===== src/rtl/except_collect_pkg.sv =====
// rtl/except_collect_pkg.sv - shared widths, excepttype codes and misalignment helper
package except_collect_pkg;

  localparam int EXCEPT_WD = 44;

  localparam logic [31:0] EXC_PCASSERT    = 32'h4;
  localparam logic [31:0] EXC_LOADASSERT  = 32'h5;
  localparam logic [31:0] EXC_STOREASSERT = 32'h6;
  localparam logic [31:0] EXC_SYSCALL     = 32'h8;
  localparam logic [31:0] EXC_BREAK       = 32'h9;
  localparam logic [31:0] EXC_INVALIDINST = 32'ha;
  localparam logic [31:0] EXC_OV          = 32'hc;
  localparam logic [31:0] EXC_ERET        = 32'he;

  typedef enum logic [1:0] {
    SIZE_BYTE = 2'd0,
    SIZE_HALF = 2'd1,
    SIZE_WORD = 2'd2
  } mem_size_e;

  // Byte accesses (and the unused encoding 3) can never be misaligned.
  function automatic logic misaligned(input logic [1:0] size, input logic [1:0] addr_lo);
    case (mem_size_e'(size))
      SIZE_HALF: return addr_lo[0];
      SIZE_WORD: return addr_lo != 2'b00;
      default:   return 1'b0;
    endcase
  endfunction

endpackage


===== src/rtl/except_collect_if.sv =====
// rtl/except_collect_if.sv - EX-side lane inputs and CP0/MEM-side registered outputs
interface except_collect_if;
  import except_collect_pkg::*;

  logic                 ex_valid_1, ex_valid_2;
  logic [31:0]          ex_pc_1, ex_pc_2;
  logic                 ex_is_branch_1, ex_is_branch_2;
  logic                 ex_inst_invalid_1, ex_inst_invalid_2;
  logic                 ex_is_syscall_1, ex_is_syscall_2;
  logic                 ex_is_break_1, ex_is_break_2;
  logic                 ex_is_eret_1, ex_is_eret_2;
  logic                 ex_ov_1, ex_ov_2;
  logic                 ex_mem_re_1, ex_mem_re_2;
  logic                 ex_mem_we_1, ex_mem_we_2;
  logic [1:0]           ex_mem_size_1, ex_mem_size_2;
  logic [31:0]          ex_mem_addr_1, ex_mem_addr_2;
  logic                 ex_cp0_we_1, ex_cp0_we_2;
  logic [4:0]           ex_cp0_waddr_1, ex_cp0_waddr_2;
  logic [4:0]           ex_cp0_raddr_1, ex_cp0_raddr_2;
  logic [31:0]          ex_rt_rdata_1, ex_rt_rdata_2;

  logic [EXCEPT_WD-1:0] exceptinfo_o1, exceptinfo_o2;
  logic [31:0]          current_pc_o1, current_pc_o2;
  logic [31:0]          rt_rdata_o1, rt_rdata_o2;
  logic                 mem_kill_o1, mem_kill_o2;
  logic                 valid_o1, valid_o2;

  modport master (
    output ex_valid_1, ex_valid_2, ex_pc_1, ex_pc_2, ex_is_branch_1, ex_is_branch_2,
           ex_inst_invalid_1, ex_inst_invalid_2, ex_is_syscall_1, ex_is_syscall_2,
           ex_is_break_1, ex_is_break_2, ex_is_eret_1, ex_is_eret_2, ex_ov_1, ex_ov_2,
           ex_mem_re_1, ex_mem_re_2, ex_mem_we_1, ex_mem_we_2, ex_mem_size_1, ex_mem_size_2,
           ex_mem_addr_1, ex_mem_addr_2, ex_cp0_we_1, ex_cp0_we_2, ex_cp0_waddr_1,
           ex_cp0_waddr_2, ex_cp0_raddr_1, ex_cp0_raddr_2, ex_rt_rdata_1, ex_rt_rdata_2,
    input  exceptinfo_o1, exceptinfo_o2, current_pc_o1, current_pc_o2,
           rt_rdata_o1, rt_rdata_o2, mem_kill_o1, mem_kill_o2, valid_o1, valid_o2
  );

  modport slave (
    input  ex_valid_1, ex_valid_2, ex_pc_1, ex_pc_2, ex_is_branch_1, ex_is_branch_2,
           ex_inst_invalid_1, ex_inst_invalid_2, ex_is_syscall_1, ex_is_syscall_2,
           ex_is_break_1, ex_is_break_2, ex_is_eret_1, ex_is_eret_2, ex_ov_1, ex_ov_2,
           ex_mem_re_1, ex_mem_re_2, ex_mem_we_1, ex_mem_we_2, ex_mem_size_1, ex_mem_size_2,
           ex_mem_addr_1, ex_mem_addr_2, ex_cp0_we_1, ex_cp0_we_2, ex_cp0_waddr_1,
           ex_cp0_waddr_2, ex_cp0_raddr_1, ex_cp0_raddr_2, ex_rt_rdata_1, ex_rt_rdata_2,
    output exceptinfo_o1, exceptinfo_o2, current_pc_o1, current_pc_o2,
           rt_rdata_o1, rt_rdata_o2, mem_kill_o1, mem_kill_o2, valid_o1, valid_o2
  );

endinterface


===== src/rtl/except_collect_detect.sv =====
// rtl/except_collect_detect.sv - per-lane excepttype priority encoder (combinational)
module except_detect
  import except_collect_pkg::*;
(
  input  logic [1:0]  pc_lo,
  input  logic        inst_invalid,
  input  logic        is_syscall,
  input  logic        is_break,
  input  logic        is_eret,
  input  logic        ov,
  input  logic        mem_re,
  input  logic        mem_we,
  input  logic [1:0]  mem_size,
  input  logic [1:0]  addr_lo,
  output logic [31:0] excepttype
);

  logic bad_addr;

  always_comb begin
    bad_addr = misaligned(mem_size, addr_lo);
    excepttype = '0;
    if (pc_lo != 2'b00)          excepttype = EXC_PCASSERT;
    else if (inst_invalid)       excepttype = EXC_INVALIDINST;
    else if (is_syscall)         excepttype = EXC_SYSCALL;
    else if (is_break)           excepttype = EXC_BREAK;
    else if (is_eret)            excepttype = EXC_ERET;
    else if (ov)                 excepttype = EXC_OV;
    else if (mem_re && bad_addr) excepttype = EXC_LOADASSERT;
    else if (mem_we && bad_addr) excepttype = EXC_STOREASSERT;
  end

endmodule


===== src/rtl/except_collect.sv =====
// rtl/except_collect.sv - EX->MEM exception collection with lane-2 kill and delay-slot tracking
module except_collect
  import except_collect_pkg::*;
(
  input  logic              clk,
  input  logic              rst,
  input  logic              stall,
  input  logic              flush,
  except_collect_if.slave   bus
);

  logic [31:0]          det_1, det_2, exc_1, exc_2;
  logic                 live_2, ds_pending, ds_next;
  logic [EXCEPT_WD-1:0] info_1_d, info_2_d;
  logic [31:0]          rt_1_d, rt_2_d;

  except_detect u_detect_1 (
    .pc_lo(bus.ex_pc_1[1:0]), .inst_invalid(bus.ex_inst_invalid_1),
    .is_syscall(bus.ex_is_syscall_1), .is_break(bus.ex_is_break_1),
    .is_eret(bus.ex_is_eret_1), .ov(bus.ex_ov_1), .mem_re(bus.ex_mem_re_1),
    .mem_we(bus.ex_mem_we_1), .mem_size(bus.ex_mem_size_1),
    .addr_lo(bus.ex_mem_addr_1[1:0]), .excepttype(det_1)
  );

  except_detect u_detect_2 (
    .pc_lo(bus.ex_pc_2[1:0]), .inst_invalid(bus.ex_inst_invalid_2),
    .is_syscall(bus.ex_is_syscall_2), .is_break(bus.ex_is_break_2),
    .is_eret(bus.ex_is_eret_2), .ov(bus.ex_ov_2), .mem_re(bus.ex_mem_re_2),
    .mem_we(bus.ex_mem_we_2), .mem_size(bus.ex_mem_size_2),
    .addr_lo(bus.ex_mem_addr_2[1:0]), .excepttype(det_2)
  );

  always_comb begin
    exc_1  = bus.ex_valid_1 ? det_1 : '0;
    exc_2  = bus.ex_valid_2 ? det_2 : '0;
    // Precise exceptions: a faulting older lane squashes the younger one.
    live_2 = bus.ex_valid_2 && (exc_1 == '0);

    info_1_d = '0;
    rt_1_d   = '0;
    if (bus.ex_valid_1) begin
      info_1_d = {ds_pending, bus.ex_cp0_we_1 && (exc_1 == '0), bus.ex_cp0_waddr_1,
                  bus.ex_cp0_raddr_1, exc_1};
      rt_1_d   = (exc_1 == EXC_LOADASSERT || exc_1 == EXC_STOREASSERT) ?
                 bus.ex_mem_addr_1 : bus.ex_rt_rdata_1;
    end

    info_2_d = '0;
    rt_2_d   = '0;
    if (live_2) begin
      info_2_d = {bus.ex_valid_1 && bus.ex_is_branch_1, bus.ex_cp0_we_2 && (exc_2 == '0),
                  bus.ex_cp0_waddr_2, bus.ex_cp0_raddr_2, exc_2};
      rt_2_d   = (exc_2 == EXC_LOADASSERT || exc_2 == EXC_STOREASSERT) ?
                 bus.ex_mem_addr_2 : bus.ex_rt_rdata_2;
    end

    // A bubble must not clear a pending delay slot.
    ds_next = ds_pending;
    if ((bus.ex_valid_2 && bus.ex_is_branch_2) ||
        (bus.ex_valid_1 && bus.ex_is_branch_1 && !bus.ex_valid_2))
      ds_next = 1'b1;
    else if (bus.ex_valid_1)
      ds_next = 1'b0;
  end

  always_ff @(posedge clk) begin
    if (!rst || flush) begin
      bus.exceptinfo_o1 <= '0;
      bus.exceptinfo_o2 <= '0;
      bus.current_pc_o1 <= '0;
      bus.current_pc_o2 <= '0;
      bus.rt_rdata_o1   <= '0;
      bus.rt_rdata_o2   <= '0;
      bus.mem_kill_o1   <= 1'b0;
      bus.mem_kill_o2   <= 1'b0;
      bus.valid_o1      <= 1'b0;
      bus.valid_o2      <= 1'b0;
      ds_pending        <= 1'b0;
    end else if (!stall) begin
      bus.exceptinfo_o1 <= info_1_d;
      bus.exceptinfo_o2 <= info_2_d;
      bus.current_pc_o1 <= bus.ex_valid_1 ? bus.ex_pc_1 : 32'h0;
      bus.current_pc_o2 <= live_2 ? bus.ex_pc_2 : 32'h0;
      bus.rt_rdata_o1   <= rt_1_d;
      bus.rt_rdata_o2   <= rt_2_d;
      bus.mem_kill_o1   <= !bus.ex_valid_1 || (exc_1 != '0);
      bus.mem_kill_o2   <= !live_2 || (exc_2 != '0);
      bus.valid_o1      <= bus.ex_valid_1;
      bus.valid_o2      <= live_2;
      ds_pending        <= ds_next;
    end
  end

endmodule


===== src/flat_wrapper.sv =====
// flat-port wrapper written by rule: the top's interface ports become plain ports
module except_collect_flat import except_collect_pkg::*;
  (clk, rst, stall, flush, bus_ex_valid_1, bus_ex_valid_2, bus_ex_pc_1, bus_ex_pc_2, bus_ex_is_branch_1, bus_ex_is_branch_2, bus_ex_inst_invalid_1, bus_ex_inst_invalid_2, bus_ex_is_syscall_1, bus_ex_is_syscall_2, bus_ex_is_break_1, bus_ex_is_break_2, bus_ex_is_eret_1, bus_ex_is_eret_2, bus_ex_ov_1, bus_ex_ov_2, bus_ex_mem_re_1, bus_ex_mem_re_2, bus_ex_mem_we_1, bus_ex_mem_we_2, bus_ex_mem_size_1, bus_ex_mem_size_2, bus_ex_mem_addr_1, bus_ex_mem_addr_2, bus_ex_cp0_we_1, bus_ex_cp0_we_2, bus_ex_cp0_waddr_1, bus_ex_cp0_waddr_2, bus_ex_cp0_raddr_1, bus_ex_cp0_raddr_2, bus_ex_rt_rdata_1, bus_ex_rt_rdata_2, bus_exceptinfo_o1, bus_exceptinfo_o2, bus_current_pc_o1, bus_current_pc_o2, bus_rt_rdata_o1, bus_rt_rdata_o2, bus_mem_kill_o1, bus_mem_kill_o2, bus_valid_o1, bus_valid_o2);
  except_collect_if bus_i ();
  input  logic clk;
  input  logic rst;
  input  logic stall;
  input  logic flush;
  input wire logic [$bits(bus_i.ex_valid_1)-1:0] bus_ex_valid_1;
  input wire logic [$bits(bus_i.ex_valid_2)-1:0] bus_ex_valid_2;
  input wire logic [$bits(bus_i.ex_pc_1)-1:0] bus_ex_pc_1;
  input wire logic [$bits(bus_i.ex_pc_2)-1:0] bus_ex_pc_2;
  input wire logic [$bits(bus_i.ex_is_branch_1)-1:0] bus_ex_is_branch_1;
  input wire logic [$bits(bus_i.ex_is_branch_2)-1:0] bus_ex_is_branch_2;
  input wire logic [$bits(bus_i.ex_inst_invalid_1)-1:0] bus_ex_inst_invalid_1;
  input wire logic [$bits(bus_i.ex_inst_invalid_2)-1:0] bus_ex_inst_invalid_2;
  input wire logic [$bits(bus_i.ex_is_syscall_1)-1:0] bus_ex_is_syscall_1;
  input wire logic [$bits(bus_i.ex_is_syscall_2)-1:0] bus_ex_is_syscall_2;
  input wire logic [$bits(bus_i.ex_is_break_1)-1:0] bus_ex_is_break_1;
  input wire logic [$bits(bus_i.ex_is_break_2)-1:0] bus_ex_is_break_2;
  input wire logic [$bits(bus_i.ex_is_eret_1)-1:0] bus_ex_is_eret_1;
  input wire logic [$bits(bus_i.ex_is_eret_2)-1:0] bus_ex_is_eret_2;
  input wire logic [$bits(bus_i.ex_ov_1)-1:0] bus_ex_ov_1;
  input wire logic [$bits(bus_i.ex_ov_2)-1:0] bus_ex_ov_2;
  input wire logic [$bits(bus_i.ex_mem_re_1)-1:0] bus_ex_mem_re_1;
  input wire logic [$bits(bus_i.ex_mem_re_2)-1:0] bus_ex_mem_re_2;
  input wire logic [$bits(bus_i.ex_mem_we_1)-1:0] bus_ex_mem_we_1;
  input wire logic [$bits(bus_i.ex_mem_we_2)-1:0] bus_ex_mem_we_2;
  input wire logic [$bits(bus_i.ex_mem_size_1)-1:0] bus_ex_mem_size_1;
  input wire logic [$bits(bus_i.ex_mem_size_2)-1:0] bus_ex_mem_size_2;
  input wire logic [$bits(bus_i.ex_mem_addr_1)-1:0] bus_ex_mem_addr_1;
  input wire logic [$bits(bus_i.ex_mem_addr_2)-1:0] bus_ex_mem_addr_2;
  input wire logic [$bits(bus_i.ex_cp0_we_1)-1:0] bus_ex_cp0_we_1;
  input wire logic [$bits(bus_i.ex_cp0_we_2)-1:0] bus_ex_cp0_we_2;
  input wire logic [$bits(bus_i.ex_cp0_waddr_1)-1:0] bus_ex_cp0_waddr_1;
  input wire logic [$bits(bus_i.ex_cp0_waddr_2)-1:0] bus_ex_cp0_waddr_2;
  input wire logic [$bits(bus_i.ex_cp0_raddr_1)-1:0] bus_ex_cp0_raddr_1;
  input wire logic [$bits(bus_i.ex_cp0_raddr_2)-1:0] bus_ex_cp0_raddr_2;
  input wire logic [$bits(bus_i.ex_rt_rdata_1)-1:0] bus_ex_rt_rdata_1;
  input wire logic [$bits(bus_i.ex_rt_rdata_2)-1:0] bus_ex_rt_rdata_2;
  output wire logic [$bits(bus_i.exceptinfo_o1)-1:0] bus_exceptinfo_o1;
  output wire logic [$bits(bus_i.exceptinfo_o2)-1:0] bus_exceptinfo_o2;
  output wire logic [$bits(bus_i.current_pc_o1)-1:0] bus_current_pc_o1;
  output wire logic [$bits(bus_i.current_pc_o2)-1:0] bus_current_pc_o2;
  output wire logic [$bits(bus_i.rt_rdata_o1)-1:0] bus_rt_rdata_o1;
  output wire logic [$bits(bus_i.rt_rdata_o2)-1:0] bus_rt_rdata_o2;
  output wire logic [$bits(bus_i.mem_kill_o1)-1:0] bus_mem_kill_o1;
  output wire logic [$bits(bus_i.mem_kill_o2)-1:0] bus_mem_kill_o2;
  output wire logic [$bits(bus_i.valid_o1)-1:0] bus_valid_o1;
  output wire logic [$bits(bus_i.valid_o2)-1:0] bus_valid_o2;
  assign bus_i.ex_valid_1 = bus_ex_valid_1;
  assign bus_i.ex_valid_2 = bus_ex_valid_2;
  assign bus_i.ex_pc_1 = bus_ex_pc_1;
  assign bus_i.ex_pc_2 = bus_ex_pc_2;
  assign bus_i.ex_is_branch_1 = bus_ex_is_branch_1;
  assign bus_i.ex_is_branch_2 = bus_ex_is_branch_2;
  assign bus_i.ex_inst_invalid_1 = bus_ex_inst_invalid_1;
  assign bus_i.ex_inst_invalid_2 = bus_ex_inst_invalid_2;
  assign bus_i.ex_is_syscall_1 = bus_ex_is_syscall_1;
  assign bus_i.ex_is_syscall_2 = bus_ex_is_syscall_2;
  assign bus_i.ex_is_break_1 = bus_ex_is_break_1;
  assign bus_i.ex_is_break_2 = bus_ex_is_break_2;
  assign bus_i.ex_is_eret_1 = bus_ex_is_eret_1;
  assign bus_i.ex_is_eret_2 = bus_ex_is_eret_2;
  assign bus_i.ex_ov_1 = bus_ex_ov_1;
  assign bus_i.ex_ov_2 = bus_ex_ov_2;
  assign bus_i.ex_mem_re_1 = bus_ex_mem_re_1;
  assign bus_i.ex_mem_re_2 = bus_ex_mem_re_2;
  assign bus_i.ex_mem_we_1 = bus_ex_mem_we_1;
  assign bus_i.ex_mem_we_2 = bus_ex_mem_we_2;
  assign bus_i.ex_mem_size_1 = bus_ex_mem_size_1;
  assign bus_i.ex_mem_size_2 = bus_ex_mem_size_2;
  assign bus_i.ex_mem_addr_1 = bus_ex_mem_addr_1;
  assign bus_i.ex_mem_addr_2 = bus_ex_mem_addr_2;
  assign bus_i.ex_cp0_we_1 = bus_ex_cp0_we_1;
  assign bus_i.ex_cp0_we_2 = bus_ex_cp0_we_2;
  assign bus_i.ex_cp0_waddr_1 = bus_ex_cp0_waddr_1;
  assign bus_i.ex_cp0_waddr_2 = bus_ex_cp0_waddr_2;
  assign bus_i.ex_cp0_raddr_1 = bus_ex_cp0_raddr_1;
  assign bus_i.ex_cp0_raddr_2 = bus_ex_cp0_raddr_2;
  assign bus_i.ex_rt_rdata_1 = bus_ex_rt_rdata_1;
  assign bus_i.ex_rt_rdata_2 = bus_ex_rt_rdata_2;
  assign bus_exceptinfo_o1 = bus_i.exceptinfo_o1;
  assign bus_exceptinfo_o2 = bus_i.exceptinfo_o2;
  assign bus_current_pc_o1 = bus_i.current_pc_o1;
  assign bus_current_pc_o2 = bus_i.current_pc_o2;
  assign bus_rt_rdata_o1 = bus_i.rt_rdata_o1;
  assign bus_rt_rdata_o2 = bus_i.rt_rdata_o2;
  assign bus_mem_kill_o1 = bus_i.mem_kill_o1;
  assign bus_mem_kill_o2 = bus_i.mem_kill_o2;
  assign bus_valid_o1 = bus_i.valid_o1;
  assign bus_valid_o2 = bus_i.valid_o2;
  except_collect u_core (.clk(clk), .rst(rst), .stall(stall), .flush(flush), .bus(bus_i));
endmodule

===== config.mk =====
export PLATFORM = sky130hd
export DESIGN_NAME = except_collect_flat
export DESIGN_NICKNAME = d
export VERILOG_FILES = /design/src/rtl/except_collect_pkg.sv /design/src/rtl/except_collect_if.sv /design/src/rtl/except_collect_detect.sv /design/src/rtl/except_collect.sv /design/src/flat_wrapper.sv
export SDC_FILE = /design/constraint.sdc
export NUM_CORES = 1
export LEC_CHECK = 0
export ABC_CLOCK_PERIOD_IN_PS = 5500
export BUFFER_PORTS_ARGS = -buffer_cell sky130_fd_sc_hd__buf_2
export CAP_MARGIN = 20
export CORE_AREA = 2 2 180 182
export CTS_BUF_LIST = sky130_fd_sc_hd__clkbuf_8
export CTS_CLUSTER_SIZE = 10
export DETAILED_ROUTE_END_ITERATION = 16
export DIE_AREA = 0 0 182 184
export GPL_ROUTABILITY_DRIVEN = 0
export SLEW_MARGIN = 20
export SYNTH_ARGS = -nofsm -noshare
export SYNTH_HDL_FRONTEND = slang
export SYNTH_SLANG_ARGS = --single-unit
export TNS_END_PERCENT = 50

===== constraint.sdc =====
create_clock -name clk -period 5.5 [get_ports clk]
set_input_delay 0.55 -clock clk [delete_from_list [all_inputs] [get_ports clk]]
set_output_delay 0.55 -clock clk [all_outputs]
set_load 0.02 [all_outputs]

==> results of run 1 <==
==> power groups by stage <==
stage                     clock network (mW)  logic [mW]  registers, mW
final                                  0.918       0.282           1.22
after global routing                    1.01       0.309           1.23
after CTS                              0.968       0.287           1.22
after detailed placement                   0       0.286           1.25
after global placement                     0       0.284           1.25
after floorplan                            0       0.144           1.28
==> synthesized netlist by cell type (4+ instances only) <==
cell,instances
inv_1,6
mux2i_1,65
dfxtp_1,165
nand3_1,5
nand2_1,81
nor2_1,54
buf_4,56
buf_6,5
clkbuf_1,29
a22oi_1,44
nor3_1,6
a32o_1,4
ha_1,4
a22o_1,43
o21ai_0,75
buf_1,6
a21oi_1,8
==> cell families (layout without fill, tap and decap cells) <==
group           count (synthesis)  count (layout)  share of synthesized area
flops                         165             165                      0.498
mux                            65              65                     0.0980
buf+inv                       109             450                      0.100
other cells                     1              56                   0.000565
simple gates                  161             161                      0.101
fa+ha+maj                       4               4                    0.00754
compound gates                189             189                      0.195
==> area by class of cell <==
cell class                 count  area, um2  area share
clock buffer                  17        234      0.0253
clock inverter                15        168      0.0182
inverter                       7       26.3     0.00285
multi-input combinational    475       2910       0.315
sequential                   165       3300       0.358
tap                          402        503      0.0545
timing repair buffer         411       2090       0.226
==> layer usage <==
| layer | up-vias | GRT usage |
|---|---|---|
| met3 | 18 | 0.0545 |
| met1 | 2921 | 0.145 |
| met2 | 307 | 0.238 |
| met5 | - | 0 |
| li1 | 3100 | - |
| met4 | 0 | 0.0445 |
==> critical path, cell delays in order <==
cell and delay [ns]:
buf_2 0.07, buf_4 0.47, clkinv_1 0.51, nand2_1 0.23, nor4_1 0.08, and3_2 0.54, a32o_1 0.38
==> flip-flops by register name, indices dropped and copies added (netlist names) <==
| register | count |
|---|---|
| u_core.bus.rt_rdata_o2 | 32 |
| u_core.bus.exceptinfo_o2 | 16 |
| u_core.ds_pending | 1 |
| u_core.bus.rt_rdata_o1 | 32 |
| u_core.bus.mem_kill_o2 | 1 |
| u_core.bus.valid_o1 | 1 |
| u_core.bus.mem_kill_o1 | 1 |
| u_core.bus.current_pc_o2 | 32 |
| u_core.bus.exceptinfo_o1 | 16 |
| u_core.bus.valid_o2 | 1 |
| u_core.bus.current_pc_o1 | 32 |
==> worst paths after layout <==
kind | end | cells after the start | slack, ns | start
hold reg to reg | u_core.bus.rt_rdata_o1[13] | 2 | 0.45 | u_core.bus.rt_rdata_o1[13]
setup reg to reg | u_core.bus.exceptinfo_o1[1] | 3 | 4.77 | u_core.bus.exceptinfo_o1[1]
hold / removal | u_core.bus.exceptinfo_o2[37] | 2 | 0.28 | bus_ex_cp0_waddr_2[0]
setup / recovery | u_core.bus.exceptinfo_o2[42] | 7 | 3.01 | stall
==> per-stage QoR <==
| step | instance area, um2 | hold WS [ns] | utilization | power (mW) | worst slack [ns] |
|---|---|---|---|---|---|
| 3_5_place_dp | 8810 | 0.436 | 0.281 | 1.54 | 2.41 |
| 4_1_cts | 9210 | 0.214 | 0.293 | 2.48 | 2.99 |
| 5_1_grt | 9230 | 0.219 | 0.294 | 2.55 | 2.84 |
| 2_1_floorplan | 6840 | 0.466 | - | 1.42 | 3.32 |
| 3_3_place_gp | 8800 | 0.429 | 0.280 | 1.54 | 2.30 |
| 6_report | 9230 | 0.279 | 0.294 | 2.42 | 3.01 |
==> flow_summary_export.csv, run 1 <==
group,metric,value,unit
outcome,run_status,"finished clean",
synth,syn_area,0.00664,mm2
global_routing,grt_max_degree,68,
job,maxCapViolCount,0,
worst_hold_path,worstHoldPathType,"input port to flip-flop",
placed_design,port_buffers,403,
critical_path,criticalPathCategory,"input port to flip-flop",
synth,synth.top_cell.area_share,0.498,
route,vias,6346,
power_and_ir_drop,p_comb_frac,0.116,
die,die_w,182,um
finish,fin_cells,1492,
sta,slew_headroom,0.311,
synth,synth_edf_count,0,
route,wl_per_cell,15.6,um
clock_tree,cts_tree,"done",
power_and_ir_drop,cellLeakagePower,4.87,nW
route,wl,23300,um
critical_path,cp_data_required_time,5.87,ns
finish,fin_nets,1321,
power_and_ir_drop,p_int,1.74,mW
synth,synthArstFlopShare,0,
sta,setup-tns-final,0,ns
global_routing,antenna_found_initial,1,
power_and_ir_drop,pwr-share-seq,0.505,
global_routing,grt_pass1_wl,34300,um
critical_path,end_kind,"flip-flop",
sta,maxSlewViolCount,0,
finish,nFillCells,3398,
die,io_pins,460,
route,drt_iter0_drc,251,
clock_tree,cts_sinks,165,
sta,setup_viol,0,
clock_tree,post-cts-setup-buffers,0,
power_and_ir_drop,peakVddDrop,0.119,mV
sta,post-route-min-period,2.49,ns
finish,mostFrequentLayoutCells,"403 x buf_2, 165 x dfxtp_1, 80 x nand2_1, 75 x o21ai_0, 65 x mux2i_1",
finish,syn_to_final_growth,39.1,%
power_and_ir_drop,p_sw,0.686,mW
sta,rsz0062_at_grt,"false",
power_and_ir_drop,swShare,0.283,
synth,synth.area.top_cells,"dfxtp_1 50%, mux2i_1 9.8%, buf_4 6.3%, a22o_1 5.7%, o21ai_0 5.7%",
synth,synth.distinct_cells,40,
critical_path,cp_max_fo,51,
global_routing,grt_pass1_vias,6128,
critical_path,cp.arrival,2.86,ns
clock_tree,path_clk_slew,0.10,ns
placed_design,hpwl,17900,um
synth,synth_seq_cells,165,
route,routed.top_layer,"met4",
power_and_ir_drop,pwr-share-clk,0.379,
clock_tree,hold_buffers,0,
sta,worst_pin_slew,1.03,ns
clock_tree,htreeDepth,4,
route,ant_nets,0,
die,core-area,0.0314,mm2
sta,clock.fmax,401,MHz
placed_design,dp.cells,1459,
sta,skew,0.00547,ns
sta,finalCritPeriodShare,0.454,
die,die_y,184,um
global_routing,grt_usage,0.134,
clock_tree,postCtsResizedCells,0,
route,wl_met3,2170,um
critical_path,start_kind,"input port",
route,viasPerCell,4.25,
route,met1_length,9080,um
synth,avgSynthCellArea,9.56,um2
finish,drive_gt1_frac,0.418,
route,drc,0,
synth,synth_top_area_cell,"dfxtp_1",
clock_tree,cts_buffer_depth,2,
clock_tree,cts_buffers,17,
power_and_ir_drop,power_density,263,mW/mm2
die,initial_core_util,0.211,
route,first_pass_iters,4,
finish,final_common_cell,"buf_2",
synth,ys_dominant_reg_cell,"dfxtp_1",
die,die_area,0.0335,mm2
synth,syn_inst,694,
sta,finalHoldViolations,0,
synth,yosys_warnings,0,
finish,diodes,0,
synth,seq_area_frac_synth,0.498,
global_routing,grt-ovfl-total,0,
clock_tree,root_buffer,"clkbuf_8",
clock_tree,clk_latency,0.47,ns
die,num_rows,65,
route,met2WireLength,11700,um
Power figures use the tool's default switching activity.
==> run 2, diff against run 1 <==
--- a/config.mk
+++ b/config.mk
@@ -5,14 +5,15 @@
 export SDC_FILE = /design/constraint.sdc
 export NUM_CORES = 1
 export LEC_CHECK = 0
-export ABC_CLOCK_PERIOD_IN_PS = 5500
+export ABC_AREA = 1
+export ABC_CLOCK_PERIOD_IN_PS = 2100
 export BUFFER_PORTS_ARGS = -buffer_cell sky130_fd_sc_hd__buf_2
 export CAP_MARGIN = 20
-export CORE_AREA = 2 2 180 182
+export CORE_AREA = 2 2 177 179
 export CTS_BUF_LIST = sky130_fd_sc_hd__clkbuf_8
 export CTS_CLUSTER_SIZE = 10
 export DETAILED_ROUTE_END_ITERATION = 16
-export DIE_AREA = 0 0 182 184
+export DIE_AREA = 0 0 179 181
 export GPL_ROUTABILITY_DRIVEN = 0
 export SLEW_MARGIN = 20
 export SYNTH_ARGS = -nofsm -noshare
==> constraint.sdc (replaced) <==
create_clock -name clk -period 2.1 [get_ports clk]
set_input_delay 0.21 -clock clk [delete_from_list [all_inputs] [get_ports clk]]
set_output_delay 0.21 -clock clk [all_outputs]
set_load 0.02 [all_outputs]
==> flow_summary_export.csv, run 2 <==
group,metric,value,unit
worst_hold_path,hold_path_end,"u_core.bus.rt_rdata_o2[30]",
clock_tree,cts_tree,"done",
sta,post-route-min-period,2.02,ns
route,vias,8643,
global_routing,grt_max_degree,109,
synth,avgSynthCellArea,6.85,um2
route,wl,28000,um
critical_path,criticalPathCategory,"input port to flip-flop",
synth,synth_seq_cells,165,
sta,maxSlewViolCount,0,
critical_path,r2r_setup_slack,0.95,ns
synth,syn_inst,1127,
synth,yosys.area_share.xor_xnor,0,
critical_path,start_kind,"input port",
synth,yosys_warnings,0,
global_routing,grt_pass1_wl,42100,um
route,first_pass_iters,5,
route,ant_nets,0,
placed_design,port_buffers,403,
synth,synthMuxAreaShare,0,
finish,finish.instance_area,0.0114,mm2
sta,rsz0062_at_grt,"false",
synth,synth_top_area_cell,"dfxtp_1",
global_routing,grt_usage,0.167,
worst_hold_path,hold_depth,5,
die,num_rows,64,
worst_hold_path,hold_start,"bus_ex_rt_rdata_2[30]",
critical_path,critical_path_cell_count,10,
synth,synthAdderAreaFrac,0.00649,
sta,whs,0.0629,ns
die,initial_core_util,0.254,
route,drt_iter0_drc,389,
route,met2WireLength,13900,um
synth,synth.top_cell.area_share,0.428,
route,routed.top_layer,"met4",
route,drc,0,
die,die_area,0.0324,mm2
finish,fin_cells,2017,
critical_path,cpPeakStageDelay,0.58,ns
route,wl_met3,1950,um
critical_path,cpMostUsedCell,"dlygate4sd3_1",
global_routing,grt-ovfl-total,0,
synth,synth_edf_count,0,
finish,syn_to_final_growth,48.2,%
critical_path,worstPathBufferInverterCount,4,
synth,synth_commonest_cells,"337 x nand2_1, 165 x a21oi_1, 165 x dfxtp_1",
synth,yosysMostFrequentCell,"nand2_1",
finish,diodes,0,
sta,slew_headroom,0.569,
power_and_ir_drop,power,6.74,mW
critical_path,end_kind,"flip-flop",
die,die_w,179,um
route,met1_length,11500,um
critical_path,crit_family,"buffers and inverters",
route,viasPerCell,4.29,
synth,synth.distinct_cells,25,
sta,skew,0.000244,ns
synth,syn_area,0.00771,mm2
critical_path,cp_slowest_cell,"dlygate4sd3_1",
finish,mostFrequentLayoutCells,"402 x buf_2, 336 x nand2_1, 165 x a21oi_1, 165 x dfxtp_1, 150 x inv_1",
die,core-area,0.0303,mm2
critical_path,timing.critical_path.cells,"dlygate4sd3_1, buf_2, nor3_2, nand2_2, nand3_2, nor2_8, buf_4, nand2_1, a21oi_1, dlygate4sd3_1",
synth,synth.area.top_cells,"dfxtp_1 43%, nand2_1 16%, a21oi_1 11%, nand3_1 9.1%, inv_1 7.3%",
worst_hold_path,worstHoldPathType,"input port to flip-flop",
die,io_pins,460,
clock_tree,htreeDepth,4,
sta,setup-tns-final,0,ns
power_and_ir_drop,power_density,589,mW/mm2
clock_tree,path_clk_slew,0.10,ns
placed_design,placed_cell_area,0.00995,mm2
synth,synth_compound_area_frac,0.114,
placed_design,dp.cells,1878,
synth,synthArstFlopShare,0,
power_and_ir_drop,cellLeakagePower,5.77,nW
sta,finalCritPeriodShare,0.964,
finish,drive_gt1_frac,0.291,
critical_path,rr_worst_depth,3,
critical_path,cp_data_required_time,2.47,ns
clock_tree,cts_buffer_depth,2,
sta,worst_pin_slew,0.647,ns
synth,seq_area_frac_synth,0.428,
critical_path,r2r-start,"u_core.bus.exceptinfo_o1[42]",
clock_tree,cts_buffers,17,
sta,finalHoldViolations,0,
synth,synth_top_family_by_area,"simple AND/OR/NAND/NOR gates",
synth,ys_dominant_reg_cell,"dfxtp_1",
job,maxCapViolCount,0,
global_routing,antenna_found_initial,0,
clock_tree,clk_latency,0.47,ns
route,wl_per_cell,13.9,um
clock_tree,root_buffer,"clkbuf_8",
clock_tree,cts_sinks,165,
outcome,run_status,"finished clean",
placed_design,hpwl,19600,um
global_routing,grt_pass1_vias,8118,
sta,clock.fmax,494,MHz
critical_path,cp_max_fo,18,
power_and_ir_drop,peakVddDrop,0.365,mV
critical_path,r2r-end,"u_core.bus.exceptinfo_o1[42]",
finish,final_common_cell,"buf_2",
synth,yosys.area_share.simple,0.277,
finish,fin_nets,1852,
die,die_y,181,um
critical_path,cp.arrival,2.40,ns
sta,setup_viol,0,
-- run 2: cell count changes in the layout (fill, tap and decap cells not counted), moves of 40 or more --
cell	change
nand2_1	+256
nand3_1	+137
a22oi_1	-44
dlygate4sd3_1	+107
inv_1	+144
a21oi_1	+157
mux2i_1	-65
nor2_1	-40
o21ai_0	-70
a22o_1	-43
-- run 2: per-stage QoR --
step                setup WS (ns)   util
floorplan                   0.348      -
global placement           0.0715  0.328
detailed placement         0.0377  0.328
CTS                        0.0919  0.377
global route              0.00758  0.377
finish                     0.0765  0.377
-- run 2: where the power goes --
| group | switching, mW | internal, mW |
|---|---|---|
| Clock | 1.43 | 0.930 |
| Combinational | 0.674 | 0.485 |
| Sequential | 0.0289 | 3.18 |
| Total | 2.14 | 4.60 |
-- run 2: metal layers --
metal,vias up,global-route usage
met1,3919,0.183
met4,0,0.0572
li1,4362,-
met2,321,0.300
met3,41,0.0507
met5,-,0
-- run 2: cell families (layout without fill, tap and decap cells) --
logic type / after synthesis / after routing
DFF: 165 / 165
AOI/OAI and AO/OA: 174 / 174
adders and majority gates: 4 / 4
and+or+nand+nor: 506 / 506
other: 1 / 56
buffers and inverters: 277 / 716
-- run 2: final cells by class --
class / count / area [um2]
clock inverter: 14 / 155
fill: 3244 / 18900
tap: 396 / 495
clock buffer: 18 / 248
inverter: 151 / 569
timing repair buffer: 533 / 3370
multi-input combinational: 740 / 3290
sequential: 165 / 3300
-- run 2: worst reg2reg max path, stage by stage (launching register included) --
cell	delay (ns)
dfxtp_1	0.35
nand2_1	0.06
a21oi_1	0.13
dlygate4sd3_1	0.56
-- run 2: worst max path at each step --
stage                               startpoint                            to  slack [ns]
after global placement    bus_ex_mem_size_2[0]    u_core.bus.rt_rdata_o2[30]        0.07
after global routing            bus_ex_pc_1[0]  u_core.bus.current_pc_o2[16]       0.008
after floorplan           bus_ex_mem_size_2[0]    u_core.bus.rt_rdata_o2[10]        0.35
after detailed placement  bus_ex_mem_size_1[0]    u_core.bus.rt_rdata_o1[12]        0.04
after CTS                       bus_ex_pc_1[0]  u_core.bus.current_pc_o2[17]        0.09
final                           bus_ex_pc_1[0]  u_core.bus.current_pc_o2[17]        0.08
-- run 2: repair_timing --
item	CTS	global route
gates resized for setup	0	1
hold buffers	107	0
setup buffers	0	0
hold endpoints to repair	102	0
setup endpoints to repair	0	2
